===== src/rtl/hazard_pkg.sv =====
// Shared encodings for the pipeline hazard controller: forward selects,
// halt/interrupt FSM states and the NOP word loaded into IF/ID on a squash.
package hazard_pkg;

  typedef enum logic [1:0] {
    FWD_RF  = 2'b00,
    FWD_MEM = 2'b01,
    FWD_WB  = 2'b10
  } fwd_sel_e;

  typedef enum logic [1:0] {
    H_RUN    = 2'd0,
    H_DRAIN  = 2'd1,
    H_HALTED = 2'd2
  } halt_state_e;

  typedef enum logic [1:0] {
    I_IDLE = 2'd0,
    I_WAIT = 2'd1,
    I_ACK  = 2'd2,
    I_HOLD = 2'd3
  } int_state_e;

  localparam logic [15:0] NOP_INSN = 16'h1000;

endpackage


===== src/rtl/hazard_fwd_sel.sv =====
// Operand forward selector: picks MEM over WB for a valid source register;
// loads still in MEM cannot forward because their data is not ready yet.
module hazard_fwd_sel
  import hazard_pkg::*;
#(
  parameter int REG_AW = 3
) (
  input  logic [REG_AW-1:0] rs_i,
  input  logic              rs_vld_i,
  input  logic [REG_AW-1:0] mem_rd_i,
  input  logic              mem_we_i,
  input  logic              mem_ld_i,
  input  logic [REG_AW-1:0] wb_rd_i,
  input  logic              wb_we_i,
  output logic [1:0]        sel_o
);

  always_comb begin
    sel_o = FWD_RF;
    if (rs_vld_i) begin
      if (mem_we_i && !mem_ld_i && (rs_i == mem_rd_i)) begin
        sel_o = FWD_MEM;
      end else if (wb_we_i && (rs_i == wb_rd_i)) begin
        sel_o = FWD_WB;
      end
    end
  end

endmodule


===== src/rtl/pipe_hazard_ctrl.sv =====
// Hazard and pipeline control for the 5-stage core: load-use stall, redirect
// flush, operand forwarding (HAZ_FWD_EN), drain-based halt and interrupt accept.
//
// halt FSM   | meaning
// H_RUN      | normal execution
// H_DRAIN    | halt seen, MEM/WB draining, fetch frozen
// H_HALTED   | core stopped until reset
//
// int FSM    | meaning
// I_IDLE     | no request pending
// I_WAIT     | request seen, holding fetch until no redirect / load stall
// I_ACK      | one-cycle accept: ack IPU, fetch takes vector
// I_HOLD     | waiting for the request level to drop
module pipe_hazard_ctrl
  import hazard_pkg::*;
#(
  parameter int REG_AW     = 3,
  parameter int LOAD_LAT   = 1,
  parameter int HALT_DRAIN = 2
) (
  input  logic              clk,
  input  logic              rst,
  input  logic [REG_AW-1:0] id_rs_a,
  input  logic              id_rs_a_vld,
  input  logic [REG_AW-1:0] id_rs_b,
  input  logic              id_rs_b_vld,
  input  logic [REG_AW-1:0] ex_rd,
  input  logic              ex_we,
  input  logic              ex_ld,
  input  logic [REG_AW-1:0] mem_rd,
  input  logic              mem_we,
  input  logic              mem_ld,
  input  logic [REG_AW-1:0] wb_rd,
  input  logic              wb_we,
  input  logic              ex_redirect,
  input  logic              ex_halt,
  input  logic              ipu_int,
  output logic              stall_if,
  output logic              bubble_id,
  output logic              flush_ifid,
  output logic              flush_idex,
  output logic [1:0]        fwd_a,
  output logic [1:0]        fwd_b,
  output logic              int_ack,
  output logic              int_redirect,
  output logic              halted
);

  localparam int LDW = (LOAD_LAT > 1) ? $clog2(LOAD_LAT) : 1;
  localparam int DRW = (HALT_DRAIN > 1) ? $clog2(HALT_DRAIN) : 1;
  localparam logic [LDW-1:0] LD_INIT    = LDW'(LOAD_LAT - 1);
  localparam logic [DRW-1:0] DRAIN_INIT = DRW'(HALT_DRAIN - 1);

  logic [LDW-1:0] ld_cnt_q, ld_cnt_d;
  logic [DRW-1:0] drain_q, drain_d;
  halt_state_e    halt_q, halt_d;
  int_state_e     int_q, int_d;

  logic ld_hit, raw_hit, lu_stall;
  logic h_stall, h_flush_ifid, h_flush_idex, h_halted;
  logic i_stall, i_flush_ifid, i_ack;
  logic [1:0] fwd_a_sel, fwd_b_sel;

  assign ld_hit = ex_ld && ex_we &&
                  ((id_rs_a_vld && (id_rs_a == ex_rd)) ||
                   (id_rs_b_vld && (id_rs_b == ex_rd)));

`ifdef HAZ_FWD_EN
  hazard_fwd_sel #(.REG_AW(REG_AW)) u_fwd_a (
    .rs_i     (id_rs_a),
    .rs_vld_i (id_rs_a_vld),
    .mem_rd_i (mem_rd),
    .mem_we_i (mem_we),
    .mem_ld_i (mem_ld),
    .wb_rd_i  (wb_rd),
    .wb_we_i  (wb_we),
    .sel_o    (fwd_a_sel)
  );

  hazard_fwd_sel #(.REG_AW(REG_AW)) u_fwd_b (
    .rs_i     (id_rs_b),
    .rs_vld_i (id_rs_b_vld),
    .mem_rd_i (mem_rd),
    .mem_we_i (mem_we),
    .mem_ld_i (mem_ld),
    .wb_rd_i  (wb_rd),
    .wb_we_i  (wb_we),
    .sel_o    (fwd_b_sel)
  );

  assign raw_hit = 1'b0;
`else
  // Without forwarding every in-flight producer of a read source must retire first.
  logic a_raw, b_raw, unused_mem_ld;

  assign a_raw = id_rs_a_vld && ((ex_we  && (id_rs_a == ex_rd))  ||
                                 (mem_we && (id_rs_a == mem_rd)) ||
                                 (wb_we  && (id_rs_a == wb_rd)));
  assign b_raw = id_rs_b_vld && ((ex_we  && (id_rs_b == ex_rd))  ||
                                 (mem_we && (id_rs_b == mem_rd)) ||
                                 (wb_we  && (id_rs_b == wb_rd)));
  assign raw_hit       = a_raw || b_raw;
  assign fwd_a_sel     = FWD_RF;
  assign fwd_b_sel     = FWD_RF;
  assign unused_mem_ld = mem_ld;
`endif

  assign lu_stall = (ld_hit || (ld_cnt_q != '0) || raw_hit) && !ex_redirect;

  always_comb begin
    ld_cnt_d = '0;
    if (ex_redirect) begin
      ld_cnt_d = '0;
    end else if (ld_cnt_q != '0) begin
      ld_cnt_d = ld_cnt_q - 1'b1;
    end else if (ld_hit) begin
      ld_cnt_d = LD_INIT;
    end
  end

  always_comb begin
    halt_d       = halt_q;
    drain_d      = drain_q;
    h_stall      = 1'b0;
    h_flush_ifid = 1'b0;
    h_flush_idex = 1'b0;
    h_halted     = 1'b0;
    case (halt_q)
      H_RUN: begin
        if (ex_halt) begin
          halt_d       = H_DRAIN;
          drain_d      = DRAIN_INIT;
          h_stall      = 1'b1;
          h_flush_ifid = 1'b1;
          h_flush_idex = 1'b1;
        end
      end
      H_DRAIN: begin
        h_stall      = 1'b1;
        h_flush_ifid = 1'b1;
        // Counter reaching zero on this decrement ends the drain.
        if (drain_q <= DRW'(1)) begin
          drain_d = '0;
          halt_d  = H_HALTED;
        end else begin
          drain_d = drain_q - 1'b1;
        end
      end
      H_HALTED: begin
        h_stall      = 1'b1;
        h_flush_ifid = 1'b1;
        h_halted     = 1'b1;
      end
      default: halt_d = H_RUN;
    endcase
  end

  always_comb begin
    int_d        = int_q;
    i_stall      = 1'b0;
    i_flush_ifid = 1'b0;
    i_ack        = 1'b0;
    case (int_q)
      I_IDLE: begin
        if (ipu_int && (halt_q == H_RUN) && !ex_halt) int_d = I_WAIT;
      end
      I_WAIT: begin
        i_stall = 1'b1;
        if (ex_halt) begin
          int_d = I_IDLE;
        end else if (!ex_redirect && (ld_cnt_q == '0)) begin
          int_d = I_ACK;
        end
      end
      I_ACK: begin
        if (ex_halt) begin
          int_d = I_IDLE;
        end else begin
          i_ack        = 1'b1;
          i_flush_ifid = 1'b1;
          int_d        = I_HOLD;
        end
      end
      I_HOLD: begin
        if (ex_halt || !ipu_int) int_d = I_IDLE;
      end
      default: int_d = I_IDLE;
    endcase
  end

  always_ff @(posedge clk or negedge rst) begin
    if (!rst) begin
      ld_cnt_q <= '0;
      drain_q  <= '0;
      halt_q   <= H_RUN;
      int_q    <= I_IDLE;
    end else begin
      ld_cnt_q <= ld_cnt_d;
      drain_q  <= drain_d;
      halt_q   <= halt_d;
      int_q    <= int_d;
    end
  end

  // Combinational hazard terms are masked so every output is 0 while in reset.
  assign stall_if     = rst && (lu_stall || h_stall || i_stall);
  assign bubble_id    = rst && lu_stall;
  assign flush_ifid   = rst && (ex_redirect || h_flush_ifid || i_flush_ifid);
  assign flush_idex   = rst && (ex_redirect || h_flush_idex);
  assign fwd_a        = rst ? fwd_a_sel : FWD_RF;
  assign fwd_b        = rst ? fwd_b_sel : FWD_RF;
  assign int_ack      = rst && i_ack;
  assign int_redirect = rst && i_ack;
  assign halted       = rst && h_halted;

endmodule


===== config.mk =====
export PLATFORM = sky130hd
export DESIGN_NAME = pipe_hazard_ctrl
export DESIGN_NICKNAME = d
export VERILOG_FILES = /design/src/rtl/hazard_pkg.sv /design/src/rtl/hazard_fwd_sel.sv /design/src/rtl/pipe_hazard_ctrl.sv
export SDC_FILE = /design/constraint.sdc
export NUM_CORES = 1
export LEC_CHECK = 0
export BUFFER_PORTS_ARGS = -buffer_cell sky130_fd_sc_hd__buf_2
export CAP_MARGIN = 10
export CORE_MARGIN = 2
export CORE_UTILIZATION = 35
export DETAILED_ROUTE_END_ITERATION = 7
export GPL_TIMING_DRIVEN = 0
export PLACE_DENSITY = 0.8
export RECOVER_POWER = 100
export SLEW_MARGIN = 40
export SYNTH_ARGS = -nofsm -noshare
export SYNTH_HDL_FRONTEND = slang
export SYNTH_SLANG_ARGS = --single-unit
export TNS_END_PERCENT = 100

===== constraint.sdc =====
create_clock -name clk -period 1.33 [get_ports clk]
set_input_delay 0.133 -clock clk [delete_from_list [all_inputs] [get_ports clk]]
set_output_delay 0.133 -clock clk [all_outputs]
set_load 0.005 [all_outputs]

Word-level counts from Yosys, hierarchy flattened

Index checks and enable logic that the tools add are counted.

Register bits after elaboration: 6
Word-level logic and storage cells: 92
Output and inout port bits: 11
Bits of input ports: 27

Add/sub/neg operators: 2
Reductions and logical operators: 46
Magnitude comparators: 1
Muxes and demuxes: 21
Equality and inequality tests: 16
Bitwise gates (word level): 2

Operator list:

| kind                                                            | count |
|---|---|
| 1-bit logical AND                                               | 22 |
| 3-bit == test                                                   | 6 |
| 1-bit logical OR                                                | 14 |
| 2-bit two-way mux                                               | 7 |
| 1-bit two-way mux                                               | 10 |
| 2-bit inequality test, second input constant                    | 4 |
| 2-bit case mux with 4 select lines                              | 1 |
| 2-bit == test, second input constant                            | 3 |
| 2-bit case mux with 3 select lines                              | 1 |
| 3-bit AND reduction                                             | 2 |
| 2-bit by 1-bit == test with 1-bit output, second input constant | 2 |
| 2-bit zero test                                                 | 2 |
| 1-bit case mux with 2 select lines                              | 2 |
| 1-bit zero test                                                 | 3 |
| 3-bit inequality test, second input constant                    | 1 |
| 1-bit inverter                                                  | 2 |
| 2-bit AND reduction                                             | 1 |
| 2-bit nonzero test                                              | 1 |
| 2-bit OR reduction                                              | 1 |
| 1-bit subtractor, second input constant                         | 2 |
| 1-bit <= comparator, second input constant                      | 1 |

Depth between registers and ports, before layout

Gate-level depths: netlist (run 1).

Depth after elaboration: 11
Mapped depth: 5
Depth with buffers taken out: 5

Worst setup path after synthesis (run 1)

No wires, ideal clock.

Kind: reg-to-output
Start point: reg halt_q[0]
End point: out flush_ifid
Data required time: 1,197 ps
Slack: 19 ps
Data arrival time: 1,178 ps
Path buffers: 0
Stages on the path, launching flop included: 6
Path through: dfrtp_1 -> inv_1 -> ha_1 -> a21oi_1 -> nor2_1 -> o31a_1

Longest elaborated chain between the ends: 6
Elaborated cells on any way between the ends: 8
Classes of those cells: eq/ne (2); mux (1); reduce/logical (5)

Ends and longest elaborated chain:

| item                                                                             | RTL line                | RTL |
|---|---|---|
| start, declared                                                                  | pipe_hazard_ctrl.sv:56  | `halt_state_e halt_q, halt_d;` |
| start signal, assigned                                                           | pipe_hazard_ctrl.sv:200 | `halt_q <= halt_d;` |
| 2-bit by 1-bit == test with 1-bit output / 2-bit == test (equally long branches) | pipe_hazard_ctrl.sv:128 | `case (halt_q)` |
| 2-bit OR reduction (no source line)                                              | --                      |  |
| 1-bit case mux with 2 select lines (*)                                           | pipe_hazard_ctrl.sv:128 |  |
| 1-bit logical OR (*) (2 in series)                                               | pipe_hazard_ctrl.sv:208 | `assign flush_ifid = rst && (ex_redirect \|\| h_flush_ifid \|\| i_flush_ifid);` |
| 1-bit logical AND (*)                                                            | pipe_hazard_ctrl.sv:208 |  |
| end, declared                                                                    | pipe_hazard_ctrl.sv:40  | `output logic flush_ifid,` |

Mark *: on every way between the ends. The rest lies on a longest branch, timed or not.

Worst setup path after layout (run 1)

Start point: reg halt_q[1]
End point: out stall_if

Longest elaborated chain between the ends: 6
Elaborated cells on any way between the ends: 8
Classes of those cells: eq/ne (2); mux (1); reduce/logical (5)

Ends and longest elaborated chain:

| item                                                                             | RTL line                | RTL |
|---|---|---|
| 2-bit by 1-bit == test with 1-bit output / 2-bit == test (equally long branches) | pipe_hazard_ctrl.sv:128 |  |
| 2-bit OR reduction (no source line)                                              | --                      |  |
| 1-bit case mux with 2 select lines (*)                                           | pipe_hazard_ctrl.sv:128 |  |
| 1-bit logical OR (*) (2 in series)                                               | pipe_hazard_ctrl.sv:206 | `assign stall_if = rst && (lu_stall \|\| h_stall \|\| i_stall);` |
| 1-bit logical AND (*)                                                            | pipe_hazard_ctrl.sv:206 |  |
| end, declared                                                                    | pipe_hazard_ctrl.sv:38  | `output logic stall_if,` |

Marked as above.

==> metrics.csv, run 1 <==
stage,metric,value,unit
drt,route.detailed.drc,0,
drt,detail-route-antenna-nets,0,
placed_design,place_ws,-0.1930,ns
timing,finalWorstSetupSlack,-0.2552,ns
critical_path,crit_type,reg2out,
critical_path,critPathTopFamily,compound AO/OA/AOI/OAI gates,
global_routing,grt_pass1_vias,709,
critical_path,worstPathMaxFanout,2,
timing,hold_slack,0.1731,ns
global_routing,grt_pass1_wl,2808,µm
final_layout,syn2layout_area_growth,67.10,%
yosys,synth.avg_cell_area,7.970,µm²
drt,drtIter0Drc,19,
global_routing,grt_max_degree,8,
critical_path,rr_startpoint,halt_q[0]$_DFFE_PN0P_,
pwr,powerDensity,1186,mW/mm²
final_layout,final_cell_mix,"24 x buf_2, 11 x buf_4, 9 x xnor2_2, 9 x xnor2_1, 6 x nand4_1",
floorplan,fp-row-count,14,
clocking,clkTransAtPathRegs,0.04,ns
yosys,syn_area,581.8,µm²
critical_path,ff2ff_path_depth,5,
min_path,hold_depth,2,
timing,period_minus_slack,1.585,ns
clocking,insertion_delay,0.23,ns
yosys,syn_inst,73,
final_layout,final_nets,149,
clocking,cts_tree,built,
critical_path,r2r-end,halt_q[0]$_DFFE_PN0P_,
floorplan,core_area,0.001524,mm²
drt,wire_per_inst,13.11,µm
timing,fmax,630.8,MHz
drt,drt-met1-wl,651,µm
drt,routed.top_layer,met4,
floorplan,die_area,0.002004,mm²
clocking,clock_sinks,4,
final_layout,final_area,972.2,µm²
global_routing,overflow,0,
final_layout,antenna_cells,0,
clocking,numCtsBuffers,3,
yosys,synth-seq-cells,4,
drt,vias,661,
timing,slew_viol_final,0,
clocking,clockRootBuffer,clkbuf_4,
critical_path,r2r_setup_slack,0.09,ns
run,maxCapViolations,0,
critical_path,slowest_stage,dfrtp_1,
critical_path,critical_path_required,1.20,ns
drt,first_pass_iters,4,
drt,wl_met2,962,µm
global_routing,groute.usage.overall,0.1894,
floorplan,start_util,0.3818,
critical_path,endpoint_kind,output port,
critical_path,crit_start,halt_q[1]$_DFFE_PN0P_,
timing,finalSetupViolCount,5,
placed_design,dp_hpwl,1245,µm
critical_path,crit_chain,inv_2 -> ha_4 -> a21oi_4 -> o22ai_2 -> o21a_1 -> buf_2,
placed_design,dp.cells,123,
yosys,yosysUniqueCellTypes,20,
floorplan,die_height,44.77,µm
final_layout,fill_cells,125,
drt,via_per_inst,5.046,
clocking,clk_path_buf_depth,2,
critical_path,worstPathArrival,1.45,ns
drt,wl_met3,66,µm
critical_path,max_stage_delay,0.39,ns
critical_path,crit_path_start_kind,register,
final_layout,drive_gt1_frac,0.5304,
critical_path,cp.buffers_inverters,2,
floorplan,ios,38,
placed_design,dpl_cell_area,768.2,µm²
status,status,"complete, but fails checks",
pwr,ir_worst_vdd,1036,µV
timing,rsz0062_at_grt,yes,
placed_design,gp_congestion,0.7070,
min_path,holdCritStartpoint,ex_halt,
placed_design,io_buffer_count,31,
pwr,leakagePower,0.4801,nW
drt,wirelength,1718,µm
status,violations,negative setup slack,
timing,finClkSkew,0.001224,ns
min_path,hp-class,in2reg,
yosys,yosysWarnings,0,
final_layout,layout_commonest_cell,buf_2,
clocking,htreeDepth,1,
final_layout,fin_util,0.6379,
final_layout,fin_cells,131,
global_routing,antenna_found_initial,0,
floorplan,die_x,44.77,µm
timing,hold_viol_final,0,
yosys,ys_seq_area_frac,0.1720,
min_path,hold_path_end,int_q[1]$_DFFE_PN0P_,
timing,fin_crit_sh,1.192,
[worst register-to-register path, cell delays in order, from the launching register on]
cell and delay (ns):
dfrtp_1 0.35, inv_2 0.06, clkbuf_2 0.14, ha_4 0.17, a21oi_1 0.25, o21ai_0 0.14
[state kept, by name (all words and copies together), names as in the netlist]
signal  flops
halt_q      2
int_q       2
[power breakdown]
| group | internal (mW) | leakage, nW | switching (mW) |
|---|---|---|---|
| combinational | 0.415 | 0.414 | 0.397 |
| sequential | 0.164 | 0.0521 | 0.0336 |
| clock | 0.100 | 0.0138 | 0.0430 |
[through the flow]
step | setup TNS [ns] | total power [mW]
after detailed placement | -0.3388 | 0.6958
final | -0.6021 | 1.153
after global routing | -1.024 | 1.245
after CTS | -0.5439 | 1.026
after floorplan | 0 | 0.5245
after global placement | -0.2369 | 0.6619
[routing by layer]
layer  vias to the layer above  track usage
li1                        325            -
met1                       311       0.2005
met5                         -            0
met3                         4      0.04400
met4                         0       0.1118
met2                        21       0.3391
[synth_stat cells (all sizes together)]
master	instances	area, µm²
a21boi	3	22.52
a21o	1	7.510
a21oi	5	25.02
and2	3	18.77
buf	5	37.54
conb	1	3.750
dfrtp	4	100.1
ha	5	62.56
inv	5	18.77
nand2	4	15.01
nand4	6	37.54
nor2	3	11.26
nor2b	1	6.260
o21a	1	7.510
o21ai	4	20.02
o22ai	1	6.260
o31a	2	17.52
or3	1	6.260
xnor2	18	157.7
[worst max path at each step]
stage,slack [ns],endpoint,cells after the start
6_report,-0.26,stall_if,6
5_1_grt,-0.33,flush_ifid,6
4_1_cts,-0.26,flush_ifid,6
3_5_place_dp,-0.19,flush_ifid,6
3_3_place_gp,-0.15,flush_ifid,6
2_1_floorplan,0.02,flush_ifid,5
[layout make-up]
class                      count  area, µm²  share of cell area
clock buffer                   3      22.52             0.02317
multi-input combinational     62      555.5              0.5714
timing repair buffer          36      217.7              0.2239
buffer                         5      37.54             0.03861
sequential                     4      100.1              0.1030
inverter                       5      18.77             0.01931
tap                           16      20.02             0.02059
[logic make-up after synthesis]
logic type | count (synthesis) | synth area share
xor+xnor | 18 | 0.2710
simple gates | 18 | 0.1635
compound gates | 17 | 0.1828
buf+inv | 10 | 0.09678
fa+ha+maj | 5 | 0.1075
flops | 4 | 0.1720
other cells | 1 | 0.006445
[what timing repair did]
action                                  CTS  global route
buffers inserted                          4             0
pin swaps                                 3            14
resized for setup                         8            25
endpoints found under the hold margin     4             0
hold buffers                              1             0
endpoints found under the setup margin    5             7
Power figures use the tool's default switching activity.
==> run 2: changes to the inputs <==
==> constraint.sdc (replaced) <==
create_clock -name clk -period 1.33 [get_ports clk]
set_input_delay 0 -clock clk [delete_from_list [all_inputs] [get_ports clk]]
set_output_delay 0 -clock clk [all_outputs]
set_load 0.005 [all_outputs]
==> run 2 against run 1 <==
  * The run still ends with negative setup slack left
  * Setup slack better by 0.12 ns
  * Final area down 13%
  * Wire length down 10%
  * Via count down 3.8%
  * Non-clock buffer count unchanged
  * Fmax up 8.3%
  * Clock power about the same
  * Power down 12%
  * Sequential power down 2%
  * Critical endpoint is now flush_ifid
==> metrics.csv, run 2 (same netlist as run 1, synthesis figures left out) <==
stage,metric,value,unit,change
final_layout,final_nets,149,,unchanged
final_layout,syn2layout_area_growth,45.81,%,
pwr,leakagePower,0.4127,nW,-14%
global_routing,grt_pass1_vias,689,,-2.8%
placed_design,gp_congestion,0.7070,,unchanged
timing,fin_crit_sh,1.100,,-0.09152
pwr,powerDensity,1193,mW/mm²,+0.58%
pwr,ir_worst_vdd,836.6,µV,-19%
critical_path,max_stage_delay,0.39,ns,about the same
clocking,clockRootBuffer,clkbuf_4,,
final_layout,fin_util,0.5567,,-0.08128
timing,period_minus_slack,1.464,ns,-0.1217 ns
critical_path,critical_path_required,1.33,ns,+0.13 ns
final_layout,layout_commonest_cell,buf_2,,
final_layout,final_cell_mix,"30 x buf_2, 18 x xnor2_1, 9 x buf_4",,
drt,drtIter0Drc,2,,-17
run,maxCapViolations,0,,unchanged
final_layout,regArea,100.1,µm²,unchanged
critical_path,worstPathArrival,1.46,ns,about the same
final_layout,final_area,848.3,µm²,-13%
placed_design,dpl_cell_area,768.2,µm²,unchanged
timing,finalSetupViolCount,2,,-3
global_routing,grt_max_degree,11,,+3
global_routing,groute.usage.overall,0.1794,,-0.009967
critical_path,endpoint_kind,output port,,
timing,hold_slack,0.02229,ns,-0.1509 ns
clocking,numCtsBuffers,3,,unchanged
final_layout,antenna_cells,0,,unchanged
drt,wire_per_inst,11.74,µm,-10%
clocking,clkTransAtPathRegs,0.04,ns,about the same
critical_path,crit_start,halt_q[1]$_DFFE_PN0P_,,
pwr,swShare,0.3992,,-0.01179
final_layout,reg_top3,"halt_q (2), int_q (2)",,
critical_path,worstPathMaxFanout,2,,unchanged
floorplan,core_area,0.001524,mm²,unchanged
floorplan,fp-row-count,14,,unchanged
drt,via_per_inst,4.855,,-3.8%
global_routing,overflow,0,,unchanged
pwr,internal_power,608.0,µW,-10%
clocking,cts_tree,built,,
final_layout,drive_gt1_frac,0.4087,,-0.1217
clocking,insertion_delay,0.23,ns,about the same
critical_path,crit_path_start_kind,register,,
timing,slew_viol_final,0,,unchanged
pwr,power_switching,404.0,µW,-15%
drt,wirelength,1538,µm,-10%
pwr,power.total,1.012,mW,-12%
drt,detail-route-antenna-nets,0,,unchanged
global_routing,antenna_found_initial,0,,unchanged
pwr,pwr-share-clk,0.142,,+0.018
floorplan,die_x,44.77,µm,unchanged
global_routing,grt_pass1_wl,2711,µm,-3.5%
final_layout,fill_cells,145,,+16%
clocking,clk_path_buf_depth,2,,unchanged
pwr,combPwrFrac,0.666,,-0.038
drt,vias,636,,-3.8%
min_path,holdCritStartpoint,ex_halt,,
timing,fmax,683.3,MHz,+8.3%
critical_path,rr_startpoint,halt_q[0]$_DFFE_PN0P_,,
critical_path,cp.buffers_inverters,2,,unchanged
min_path,hp-class,in2reg,,
critical_path,critPathTopFamily,flip-flops,,
critical_path,crit_type,reg2out,,
floorplan,die_height,44.77,µm,unchanged
critical_path,crit_chain,inv_2 -> ha_4 -> a21oi_2 -> nor2_1 -> o31a_1 -> buf_2,,
floorplan,ios,38,,unchanged
pwr,seq_power_share,0.192,,+0.020
floorplan,die_area,0.002004,mm²,unchanged
status,status,"complete, but fails checks",,
final_layout,multi_input_area,455.4,µm²,-18%
status,violations,negative setup slack,,
critical_path,slowest_stage,dfrtp_1,,
drt,first_pass_iters,4,,unchanged
timing,finClkSkew,0.001248,ns,+0.00002387 ns
timing,finalWorstSetupSlack,-0.1335,ns,+0.1217 ns
timing,rsz0062_at_grt,yes,,
timing,hold_viol_final,0,,unchanged
placed_design,io_buffer_count,31,,unchanged
floorplan,start_util,0.3818,,unchanged
clocking,clock_sinks,4,,unchanged
drt,route.detailed.drc,0,,unchanged
placed_design,dp_hpwl,1245,µm,unchanged
clocking,htreeDepth,1,,unchanged
-- run 2: final timing paths --
kind                                         endpoint  slack (ns)  cells past startpoint
worst max-delay path                       flush_ifid       -0.13                      6
worst min-delay path             int_q[1]$_DFFE_PN0P_        0.02                      2
worst max register to register  halt_q[0]$_DFFE_PN0P_        0.09                      5
worst min register to register   int_q[1]$_DFFE_PN0P_        0.65                      2
max in group asynchronous       halt_q[1]$_DFFE_PN0P_        0.81                      2
min in group asynchronous        int_q[1]$_DFFE_PN0P_        0.23                      2
-- run 2: power by group through the flow --
stage                     clock (mW)  sequential (mW)  combinational (mW)
after CTS                      0.152            0.191               0.658
after floorplan                    0            0.190               0.334
final                          0.143            0.194               0.674
after global routing           0.167            0.197               0.731
after detailed placement           0            0.197               0.498
after global placement             0            0.194               0.468
-- run 2: metal layers --
| metal | wire, µm | part of all wire | vias to the layer above | global-route usage |
|---|---|---|---|---|
| met2 | 864 | 0.56 | 9 | 0.3217 |
| met1 | 639 | 0.42 | 304 | 0.2079 |
| met3 | 33 | 0.021 | 0 | 0.02800 |
| met4 | 0 | 0 | 0 | 0.08235 |
| li1 | - | - | 323 | - |
| met5 | 0 | 0 | - | 0 |
-- run 2: metrics by stage --
| step | setup TNS [ns] | cells | setup WS (ns) |
|---|---|---|---|
| CTS | -0.2267 | 131 | -0.1243 |
| global route | -0.4277 | 131 | -0.1842 |
| global placement | -0.01428 | 123 | -0.01428 |
| floorplan | 0 | 76 | 0.1521 |
| finish | -0.2515 | 131 | -0.1335 |
| detailed placement | -0.07280 | 123 | -0.05997 |
-- run 2: layout make-up --
class,count,area share
Buffer,5,0.04425
Sequential cell,4,0.1180
Inverter,5,0.02212
Tap cell,16,0.02360
Multi-Input combinational cell,62,0.5369
Timing Repair Buffer,36,0.2286
Clock buffer,3,0.02655
-- run 2: what timing repair did --
item,in CTS,in global routing
hold endpoints to repair,4,0
setup buffers,4,0
resized for setup,4,2
pin swaps,3,1
hold buffers,1,0
setup endpoints to repair,2,5
gates cloned,0,0
